--- config.mk ---
export PLATFORM = sky130hd
export DESIGN_NAME = exe_md_stage
export DESIGN_NICKNAME = d
export VERILOG_FILES = /design/src/rtl/exe_md_stage.sv
export SDC_FILE = /design/constraint.sdc
export NUM_CORES = 2
export LEC_CHECK = 0
export BUFFER_PORTS_ARGS = -buffer_cell sky130_fd_sc_hd__buf_2
export CAP_MARGIN = 5
export CORE_MARGIN = 10
export CORE_UTILIZATION = 40
export DETAILED_ROUTE_END_ITERATION = 8
export SKIP_LAST_GASP = 1
export SYNTH_ARGS = -nofsm -noshare
export SYNTH_HDL_FRONTEND = slang
export SYNTH_SLANG_ARGS = --single-unit
--- constraint.sdc ---
create_clock -name clk -period 30.5 [get_ports clk]
set_input_delay 6.1 -clock clk [delete_from_list [all_inputs] [get_ports clk]]
set_output_delay 6.1 -clock clk [all_outputs]
set_load 0.005 [all_outputs]
--- src/rtl/exe_md_stage.sv ---
// Execute stage: ALU, multiplier, iterative restoring divider, store lane alignment.
// Optional macro EXE_STALL_CNT_EN adds a saturating stall_cnt output.
module exe_md_stage #(
    parameter  int unsigned XLEN      = 32,
    parameter  int unsigned PAYLOAD_W = 64,
    localparam int unsigned LANES     = XLEN / 8
) (
    input  logic                 clk,
    input  logic                 reset,
    input  logic                 flush,
    input  logic                 in_valid,
    output logic                 in_allow,
    input  logic [4:0]           in_op,
    input  logic [XLEN-1:0]      in_src1,
    input  logic [XLEN-1:0]      in_src2,
    input  logic [XLEN-1:0]      in_st_data,
    input  logic                 in_mem_en,
    input  logic                 in_mem_we,
    input  logic [1:0]           in_mem_size,
    input  logic [PAYLOAD_W-1:0] in_payload,
    output logic                 out_valid,
    input  logic                 out_allow,
    output logic [XLEN-1:0]      out_result,
    output logic [PAYLOAD_W-1:0] out_payload,
    output logic                 out_ale,
    output logic                 out_busy,
    output logic                 data_ram_en,
    output logic [XLEN-1:0]      data_ram_addr,
    output logic [LANES-1:0]     data_ram_w_en,
    output logic [XLEN-1:0]      data_ram_w_data
`ifdef EXE_STALL_CNT_EN
    ,
    output logic [31:0]          stall_cnt
`endif
);

    localparam int unsigned SHW   = $clog2(XLEN);
    localparam int unsigned LW    = $clog2(LANES);
    localparam int unsigned CNT_W = SHW;

    localparam logic [4:0] OP_ADD  = 5'd0,  OP_SUB  = 5'd1,  OP_SLT   = 5'd2,  OP_SLTU = 5'd3;
    localparam logic [4:0] OP_AND  = 5'd4,  OP_OR   = 5'd5,  OP_XOR   = 5'd6,  OP_NOR  = 5'd7;
    localparam logic [4:0] OP_SLL  = 5'd8,  OP_SRL  = 5'd9,  OP_SRA   = 5'd10, OP_LUI  = 5'd11;
    localparam logic [4:0] OP_MUL  = 5'd12, OP_MULH = 5'd13, OP_MULHU = 5'd14, OP_DIV  = 5'd15;
    localparam logic [4:0] OP_DIVU = 5'd16, OP_MOD  = 5'd17, OP_MODU  = 5'd18;

    localparam logic [1:0] S_IDLE = 2'd0, S_RUN = 2'd1, S_DONE = 2'd2;

    logic                 r_valid;
    logic [4:0]           r_op;
    logic [XLEN-1:0]      r_src1, r_src2, r_st_data;
    logic                 r_mem_en, r_mem_we;
    logic [1:0]           r_mem_size;
    logic [PAYLOAD_W-1:0] r_payload;
    logic [1:0]           r_state, w_state_nxt;
    logic [CNT_W-1:0]     r_cnt;
    logic [XLEN-1:0]      r_quot, r_rem, r_dvsr;

    logic                 w_load, w_in_div, w_in_signed, w_in_neg1, w_in_neg2;
    logic [XLEN-1:0]      w_in_mag1, w_in_mag2;
    logic                 w_is_div, w_ready_go, w_signed, w_s1, w_s2, w_dz, w_ge;
    logic [XLEN:0]        w_rem_sh, w_diff;
    logic [XLEN-1:0]      w_rem_step, w_quot_step, w_rem_fix, w_quot_fix;
    logic [2*XLEN-1:0]    w_prod;
    logic [XLEN-1:0]      w_mulh, w_result;
    logic [SHW-1:0]       w_shamt;
    logic [LANES-1:0]     w_size_mask;
    logic [2:0]           w_low_mask;
    logic                 w_ale, w_store;
    logic [LW-1:0]        w_lane_off;
    logic [XLEN-1:0]      w_st_keep;

    // Handshake
    assign w_is_div   = (r_op >= OP_DIV) && (r_op <= OP_MODU);
    assign w_ready_go = ~w_is_div | (r_state == S_DONE);
    assign in_allow   = ~r_valid | (w_ready_go & out_allow);
    assign w_load     = in_valid & in_allow & ~flush;
    assign out_valid  = r_valid & w_ready_go & ~flush;
    assign out_busy   = (r_state == S_RUN);

    always_ff @(posedge clk or negedge reset) begin
        if (!reset) begin
            r_valid    <= 1'b0;
            r_op       <= '0;
            r_src1     <= '0;
            r_src2     <= '0;
            r_st_data  <= '0;
            r_mem_en   <= 1'b0;
            r_mem_we   <= 1'b0;
            r_mem_size <= '0;
            r_payload  <= '0;
        end else begin
            if (flush)
                r_valid <= 1'b0;
            else if (in_allow)
                r_valid <= in_valid;
            if (w_load) begin
                r_op       <= in_op;
                r_src1     <= in_src1;
                r_src2     <= in_src2;
                r_st_data  <= in_st_data;
                r_mem_en   <= in_mem_en;
                r_mem_we   <= in_mem_we;
                r_mem_size <= in_mem_size;
                r_payload  <= in_payload;
            end
        end
    end

    // Divider operand magnitudes captured at load
    assign w_in_div    = (in_op >= OP_DIV) && (in_op <= OP_MODU);
    assign w_in_signed = (in_op == OP_DIV) || (in_op == OP_MOD);
    assign w_in_neg1   = w_in_signed & in_src1[XLEN-1];
    assign w_in_neg2   = w_in_signed & in_src2[XLEN-1];
    assign w_in_mag1   = w_in_neg1 ? -in_src1 : in_src1;
    assign w_in_mag2   = w_in_neg2 ? -in_src2 : in_src2;

    // One restoring step; the dividend shifts out of r_quot as quotient bits shift in
    assign w_rem_sh    = {r_rem, r_quot[XLEN-1]};
    assign w_diff      = w_rem_sh - {1'b0, r_dvsr};
    assign w_ge        = ~w_diff[XLEN];
    assign w_rem_step  = w_ge ? w_diff[XLEN-1:0] : w_rem_sh[XLEN-1:0];
    assign w_quot_step = {r_quot[XLEN-2:0], w_ge};

    assign w_signed   = (r_op == OP_DIV) || (r_op == OP_MOD);
    assign w_s1       = w_signed & r_src1[XLEN-1];
    assign w_s2       = w_signed & r_src2[XLEN-1];
    assign w_dz       = (r_src2 == '0);
    assign w_quot_fix = w_dz ? '1 : ((w_s1 ^ w_s2) ? -w_quot_step : w_quot_step);
    assign w_rem_fix  = w_dz ? r_src1 : (w_s1 ? -w_rem_step : w_rem_step);

    always_ff @(posedge clk or negedge reset) begin
        if (!reset)
            r_state <= S_IDLE;
        else
            r_state <= w_state_nxt;
    end

    always_comb begin
        w_state_nxt = r_state;
        if (flush)
            w_state_nxt = S_IDLE;
        else if (w_load && w_in_div)
            w_state_nxt = S_RUN;
        else begin
            case (r_state)
                S_RUN:   if (r_cnt == '0) w_state_nxt = S_DONE;
                S_DONE:  if (out_allow) w_state_nxt = S_IDLE;
                default: w_state_nxt = S_IDLE;
            endcase
        end
    end

    always_ff @(posedge clk or negedge reset) begin
        if (!reset) begin
            r_cnt  <= '0;
            r_quot <= '0;
            r_rem  <= '0;
            r_dvsr <= '0;
        end else if (w_load && w_in_div) begin
            r_cnt  <= CNT_W'(XLEN - 1);
            r_quot <= w_in_mag1;
            r_rem  <= '0;
            r_dvsr <= w_in_mag2;
        end else if (r_state == S_RUN && !flush) begin
            r_cnt <= r_cnt - CNT_W'(1);
            if (r_cnt == '0) begin
                r_quot <= w_quot_fix;
                r_rem  <= w_rem_fix;
            end else begin
                r_quot <= w_quot_step;
                r_rem  <= w_rem_step;
            end
        end
    end

    // Signed high product derived from the single unsigned multiply
    assign w_prod  = {{XLEN{1'b0}}, r_src1} * {{XLEN{1'b0}}, r_src2};
    assign w_mulh  = w_prod[2*XLEN-1:XLEN] - (r_src1[XLEN-1] ? r_src2 : '0)
                                           - (r_src2[XLEN-1] ? r_src1 : '0);
    assign w_shamt = r_src2[SHW-1:0];

    always_comb begin
        w_result = '0;
        case (r_op)
            OP_ADD:   w_result = r_src1 + r_src2;
            OP_SUB:   w_result = r_src1 - r_src2;
            OP_SLT:   w_result = XLEN'($signed(r_src1) < $signed(r_src2));
            OP_SLTU:  w_result = XLEN'(r_src1 < r_src2);
            OP_AND:   w_result = r_src1 & r_src2;
            OP_OR:    w_result = r_src1 | r_src2;
            OP_XOR:   w_result = r_src1 ^ r_src2;
            OP_NOR:   w_result = ~(r_src1 | r_src2);
            OP_SLL:   w_result = r_src1 << w_shamt;
            OP_SRL:   w_result = r_src1 >> w_shamt;
            OP_SRA:   w_result = $unsigned($signed(r_src1) >>> w_shamt);
            OP_LUI:   w_result = r_src2;
            OP_MUL:   w_result = w_prod[XLEN-1:0];
            OP_MULH:  w_result = w_mulh;
            OP_MULHU: w_result = w_prod[2*XLEN-1:XLEN];
            OP_DIV, OP_DIVU: w_result = r_quot;
            OP_MOD, OP_MODU: w_result = r_rem;
            default:  w_result = '0;
        endcase
    end

    assign out_result    = w_result;
    assign out_payload   = r_payload;
    assign data_ram_addr = w_result;

    // Access size as lane mask and as address bits that must be zero
    always_comb begin
        w_size_mask = '0;
        w_low_mask  = 3'b000;
        case (r_mem_size)
            2'd0:    begin w_size_mask = LANES'(1);     w_low_mask = 3'b000; end
            2'd1:    begin w_size_mask = LANES'(3);     w_low_mask = 3'b001; end
            2'd2:    begin w_size_mask = LANES'(15);    w_low_mask = 3'b011; end
            default: begin w_size_mask = LANES'(8'hFF); w_low_mask = 3'b111; end
        endcase
    end

    always_comb begin
        w_st_keep = '0;
        for (int i = 0; i < int'(LANES); i++)
            w_st_keep[8*i +: 8] = w_size_mask[i] ? r_st_data[8*i +: 8] : 8'h00;
    end

    assign w_lane_off      = w_result[LW-1:0];
    assign w_ale           = r_valid & r_mem_en & (|(w_result[2:0] & w_low_mask));
    assign w_store         = r_valid & r_mem_en & r_mem_we & ~w_ale;
    assign out_ale         = w_ale;
    assign data_ram_en     = r_valid & r_mem_en & ~w_ale & w_ready_go & out_allow & ~flush;
    assign data_ram_w_en   = w_store ? (w_size_mask << w_lane_off) : '0;
    assign data_ram_w_data = w_store ? (w_st_keep << {w_lane_off, 3'b000}) : '0;

`ifdef EXE_STALL_CNT_EN
    logic [31:0] r_stall_cnt;

    always_ff @(posedge clk or negedge reset) begin
        if (!reset)
            r_stall_cnt <= '0;
        else if (r_valid && !(w_ready_go && out_allow) && (r_stall_cnt != '1))
            r_stall_cnt <= r_stall_cnt + 32'd1;
    end

    assign stall_cnt = r_stall_cnt;
`endif

endmodule

Word-level counts from Yosys, hierarchy flattened
Cells that the tools add are included.
{"block": "op_classes", "reduce_logical": 17, "mul": 1, "n_addsub": 10, "shift": 5, "n_eq_ne": 26, "mux": 33, "bitwise": 30, "order_cmp": 6}
{"operator": "$pmux W32 S17", "count": 1}
{"operator": "$mux W32", "count": 16}
{"operator": "$neg A32 Y32", "count": 4}
{"operator": "$sub A32 B32 Y32", "count": 3}
{"operator": "$lt A32 B32 Y1", "count": 2}
{"operator": "$mul A32 B32 Y64", "count": 1}
{"operator": "$shl A32 B5 Y32", "count": 2}
{"operator": "$eq A5 B4 Y1 const B", "count": 9}
{"operator": "$sub A33 B32 Y33", "count": 1}
{"operator": "$add A32 B32 Y32", "count": 1}
{"operator": "$and A32 B32 Y32", "count": 1}
{"operator": "$logic_not A32 Y1", "count": 1}
{"operator": "$mux W8", "count": 4}
{"operator": "$not A32 Y32", "count": 1}
{"operator": "$or A32 B32 Y32", "count": 1}
{"operator": "$shr A32 B5 Y32", "count": 1}
{"operator": "$sshr A32 B5 Y32", "count": 1}
{"operator": "$xor A32 B32 Y32", "count": 1}
{"operator": "$eq A5 B3 Y1 const B", "count": 4}
{"operator": "$eq A5 B5 Y1 const B", "count": 4}
{"operator": "$and A1 B1 Y1", "count": 17}
{"operator": "$eq A5 B2 Y1 const B", "count": 2}
{"operator": "$ge A5 B4 Y1 const B", "count": 2}
{"operator": "$le A5 B5 Y1 const B", "count": 2}
{"operator": "other kinds (27)", "count": 46}
{"block": "word_totals", "reg_bits": 273, "inputBits": 174}

Depth between registers and ports, before layout
{"block": "depth", "depth_word": 12, "mapped_depth": 49, "ltp_nobuf": 42}

Worst setup path after synthesis
Ideal clock, no wire load.
{"block": "synth_timing", "kind": "register to output", "startpoint": "reg r_src2[2]", "endpoint": "out out_result[31]", "arrival_ns": 12.617, "t_required_ns": 24.400, "path_slack_ns": 11.783, "n_path_buf": 9, "path_stages_with_launch": 46, "cell_sequence": "dfrtp_1 clkbuf_1 inv_1 clkbuf_1 clkbuf_1 buf_1 clkbuf_1 clkbuf_1 buf_1 nor2_1 fa_1 inv_1 fa_1 fa_1 fa_1 inv_1 fa_1 fa_1 (+10 left out) o21ai_0 xnor2_1 fa_1 inv_1 ha_1 and2_1 nand3_1 or2_2 or4_1 a21oi_1 nor4b_1 o31ai_1 a211oi_1 o31ai_1 xnor2_1 a221oi_1 o21ai_0 buf_4"}
{"block": "synth_between", "elab_chain_len": 4, "elab_cells_between_ends": 10}
{"item": "from (decl)", "line_no": "51", "rtl": "logic [XLEN-1:0] r_src1, r_src2, r_st_data;"}
{"item": "from (signal assigned)", "line_no": "100", "rtl": "r_src2 <= in_src2;"}
{"item": "$mul A32 B32 Y64 / $mux W32 (equally long branches)", "line_no": "178, 179"}
{"item": "$sub A32 B32 Y32", "line_no": "179", "rtl": "assign w_mulh = w_prod[2*XLEN-1:XLEN] - (r_src1[XLEN-1] ? r_src2 : '0)"}
{"item": "$sub A32 B32 Y32", "line_no": "180", "rtl": "- (r_src2[XLEN-1] ? r_src1 : '0);"}
{"item": "$pmux W32 S17 *", "line_no": "185", "rtl": "case (r_op)"}
{"item": "to (decl)", "line_no": "23", "rtl": "output logic [XLEN-1:0] out_result,"}
Every way passes the cells marked *; elsewhere a longest branch is shown, timed or not.

Worst setup path in the final report
{"block": "layout_timing", "startpoint": "reg r_src1[24]", "endpoint": "out data_ram_addr[31]"}
{"block": "layout_between", "elab_chain_len": 4, "elab_cells_between_ends": 10}
{"item": "from (decl)", "line_no": "51"}
{"item": "from (signal assigned)", "line_no": "99", "rtl": "r_src1 <= in_src1;"}
{"item": "$mul A32 B32 Y64", "line_no": "178", "rtl": "assign w_prod = {{XLEN{1'b0}}, r_src1} * {{XLEN{1'b0}}, r_src2};"}
{"item": "$sub A32 B32 Y32", "line_no": "179"}
{"item": "$sub A32 B32 Y32", "line_no": "180"}
{"item": "$pmux W32 S17 *", "line_no": "185"}
{"item": "to (decl)", "line_no": "28", "rtl": "output logic [XLEN-1:0] data_ram_addr,"}
Marked as above.

==> flow_summary_export.csv <==
group,metric,value,unit
cts,cts-hold-fix-buffers,0,
cts,cts_num_sinks,273,
timing,period_share,67.3,%
run,maxCapViolations,0,
yosys,yosys_warnings,0,
global_route,grt.total_usage,35.3,%
floorplan,ios,343,
yosys,yosysSeqAreaShare,11.2,%
yosys,async_flop_share,100,%
placed_design,dp_slack,11.00,ns
cts,cts-root-buf,"clkbuf_16",
timing,setup_violations,0,
yosys,synth_edf_count,0,
critical_path,cp-start-kind,"flip-flop",
yosys,synth_fp_nets,8938,
critical_path,crit_path_top_delay_cell,"a221oi_1",
critical_path,cpMostUsedCell,"fa_1",
floorplan,placementRows,143,
cts,cts_max_level,1,
timing,clock_skew,0.0249,ns
global_route,grt_overflow,0,
cts,clk_pin_slew,0.06,ns
global_route,grt_pass1_vias,60100,
yosys,yosys_register_bits,273,
floorplan,initial_utilization,40.2,%
timing,tightestPinTransition,1.31,ns
detailed_routing,wirelength,305000,um
cts,clk_latency,0.66,ns
layout,final_cell_mix,"inv_1 (1086), fa_1 (929), nor2_1 (919)",
layout,drive_gt1_share,11.3,%
floorplan,fp.dieH,411,um
detailed_routing,num_vias,58800,
global_route,antenna_found_initial,42,
min_path,hold_class,"reg -> reg",
cts,tritoncts,"yes",
cts,clock_tree.buffer_depth,3,
placed_design,port_buffers,342,
layout,nNetsFinal,9002,
timing,whs,0.484,ns
run_status,status,"finished, final reports clean",
timing,max_slew_margin,12.1,%
critical_path,cpPeakStageDelay,0.98,ns
global_route,grt_pass1_wl,434000,um
critical_path,end_kind,"output pin",
yosys,syn-cell-area,61000,um2
floorplan,die_w,411,um
timing,rsz0062_at_grt,"false",
detailed_routing,wl_per_cell,31.9,um
yosys,synthFlopType,"dfrtp_1",
global_route,grt_start_max_net_pins,110,
floorplan,core_area,152000,um2
placed_design,dpl_cell_area,64800,um2
detailed_routing,drt-initial-drc-count,7542,
critical_path,cp_max_fo,11,
cts,cts_made_buffers,31,
layout,fillers,15500,
layout,final-seq-area,6850,um2
timing,fin_setup_tns,0,ns
layout,multiInputGateArea,48000,um2
yosys,synthCells,7403,
detailed_routing,ant_nets,0,
critical_path,cp.required,24.40,ns
critical_path,critPathKind,"reg -> out",
timing,timing.fmax,48.7,MHz
critical_path,worstPathArrival,14.43,ns
placed_design,dp_hpwl,239000,um
detailed_routing,drc,0,
placed_design,gp_congestion,1.08,
layout,area_delta_synth_final,8.01,%
timing,drv_slew,0,
yosys,ys_types,98,
layout,layout_commonest_cell,"inv_1",
timing,finalHoldViolCount,0,
timing,setup_ws,9.97,ns
timing,period_needed,20.53,ns
cts,post_cts_buffers,0,
floorplan,die_area,169000,um2
layout,final_area,65900,um2
cts,post_cts_resized,0,
yosys,syn_area_per_cell,8.24,um2
detailed_routing,via_per_inst,6.16,
detailed_routing,first_pass_iters,7,
layout make-up:
| class | instances | area share [%] |
|---|---|---|
| clock inverter | 11 | 0.241 |
| inverter | 1124 | 6.41 |
| tap | 2030 | 3.85 |
| sequential | 273 | 10.4 |
| antenna | 20 | 0.0760 |
| clock buffer | 46 | 1.37 |
| multi-input combinational | 5501 | 72.8 |
| timing repair buffer | 536 | 4.82 |
cells in the mapped netlist (32+ instances only):
| master | number | area share, % |
|---|---|---|
| inv_1 | 1107 | 6.8 |
| fa_1 | 929 | 30 |
| nor2_1 | 922 | 5.7 |
| nand2_1 | 835 | 5.1 |
| ha_1 | 432 | 8.9 |
| o21ai_0 | 368 | 3.0 |
| a21oi_1 | 363 | 3.0 |
| clkbuf_1 | 353 | 2.2 |
| dfrtp_1 | 273 | 11 |
| mux2_2 | 128 | 2.4 |
| xnor2_1 | 122 | 1.8 |
| buf_1 | 99 | 0.61 |
| mux2i_1 | 91 | 1.5 |
| nand3_1 | 88 | 0.72 |
| xor2_1 | 85 | 1.2 |
| a21o_1 | 77 | 0.95 |
| nor3_1 | 76 | 0.62 |
| o221ai_1 | 64 | 0.92 |
| a221oi_1 | 53 | 0.76 |
| nor2b_1 | 51 | 0.52 |
| o31ai_1 | 46 | 0.57 |
| nand4_1 | 45 | 0.46 |
| o211ai_1 | 44 | 0.54 |
| o21bai_1 | 43 | 0.53 |
| a211oi_1 | 39 | 0.48 |
| and2_1 | 33 | 0.34 |
| mux4_2 | 33 | 1.2 |
| a31oi_1 | 32 | 0.33 |
| and3_1 | 32 | 0.33 |
| buf_4 | 32 | 0.39 |
| or2_2 | 32 | 0.33 |
logic make-up (layout without fill, tap and decap cells):
logic type / after synthesis / after routing / share of synthesized area, %
AND/OR/NAND/NOR: 2273 / 2273 / 16.0
buffers and inverters: 1629 / 1717 / 10.3
AO/OA/AOI/OAI: 1407 / 1407 / 15.1
adder cells (fa/ha/maj): 1361 / 1361 / 39.3
flip-flops: 273 / 273 / 11.2
multiplexers: 253 / 253 / 5.10
XOR/XNOR: 207 / 207 / 2.97
other: 0 / 20 / 0
metal layers:
metal	global-route usage, %	up-vias	wire [um]
met5	0	-	224
met4	21.2	34	23200
met3	10.8	974	36100
met2	53.2	3967	130000
met1	44.5	29500	116000
li1	-	24300	-
through the flow:
step	util, %	cells
2_1_floorplan	-	7403
3_3_place_gp	42.7	9463
3_5_place_dp	42.7	9464
4_1_cts	43.4	9521
5_1_grt	43.4	9522
6_report	43.4	9541
flip-flops by register name (all words and copies together) (netlist names):
register	cells
r_state	2
r_mem_en	1
r_valid	1
r_rem	32
r_mem_we	1
r_mem_size	2
out_payload	64
r_quot	32
r_cnt	5
r_src1	32
r_op	5
r_st_data	32
r_src2	32
r_dvsr	32
worst paths after layout:
kind | depth (start not counted) | endpoint | start | slack [ns]
setup / recovery | 39 | data_ram_addr[31] | r_src1[24] | 9.97
hold / removal | 2 | r_dvsr[30] | r_dvsr[30] | 0.48
setup reg to reg | 24 | r_rem[28] | r_quot[31] | 23.88
hold reg to reg | 2 | r_dvsr[30] | r_dvsr[30] | 0.48
max in group asynchronous | 4 | r_src2[0] | reset | 21.77
min in group asynchronous | 1 | out_payload[11] | reset | 5.48
critical path, delay by kind of cell (launching register included):
family,cells,cell delay [ns]
buf+inv,7,2.07
xor+xnor,2,0.30
flops,1,0.33
fa+ha+maj,11,5.20
compound gates,11,3.76
simple gates,8,2.08
Power is left out: the tool's default activity adds up to more than one toggle a clock period on the data nets, which glitch-free logic cannot reach.
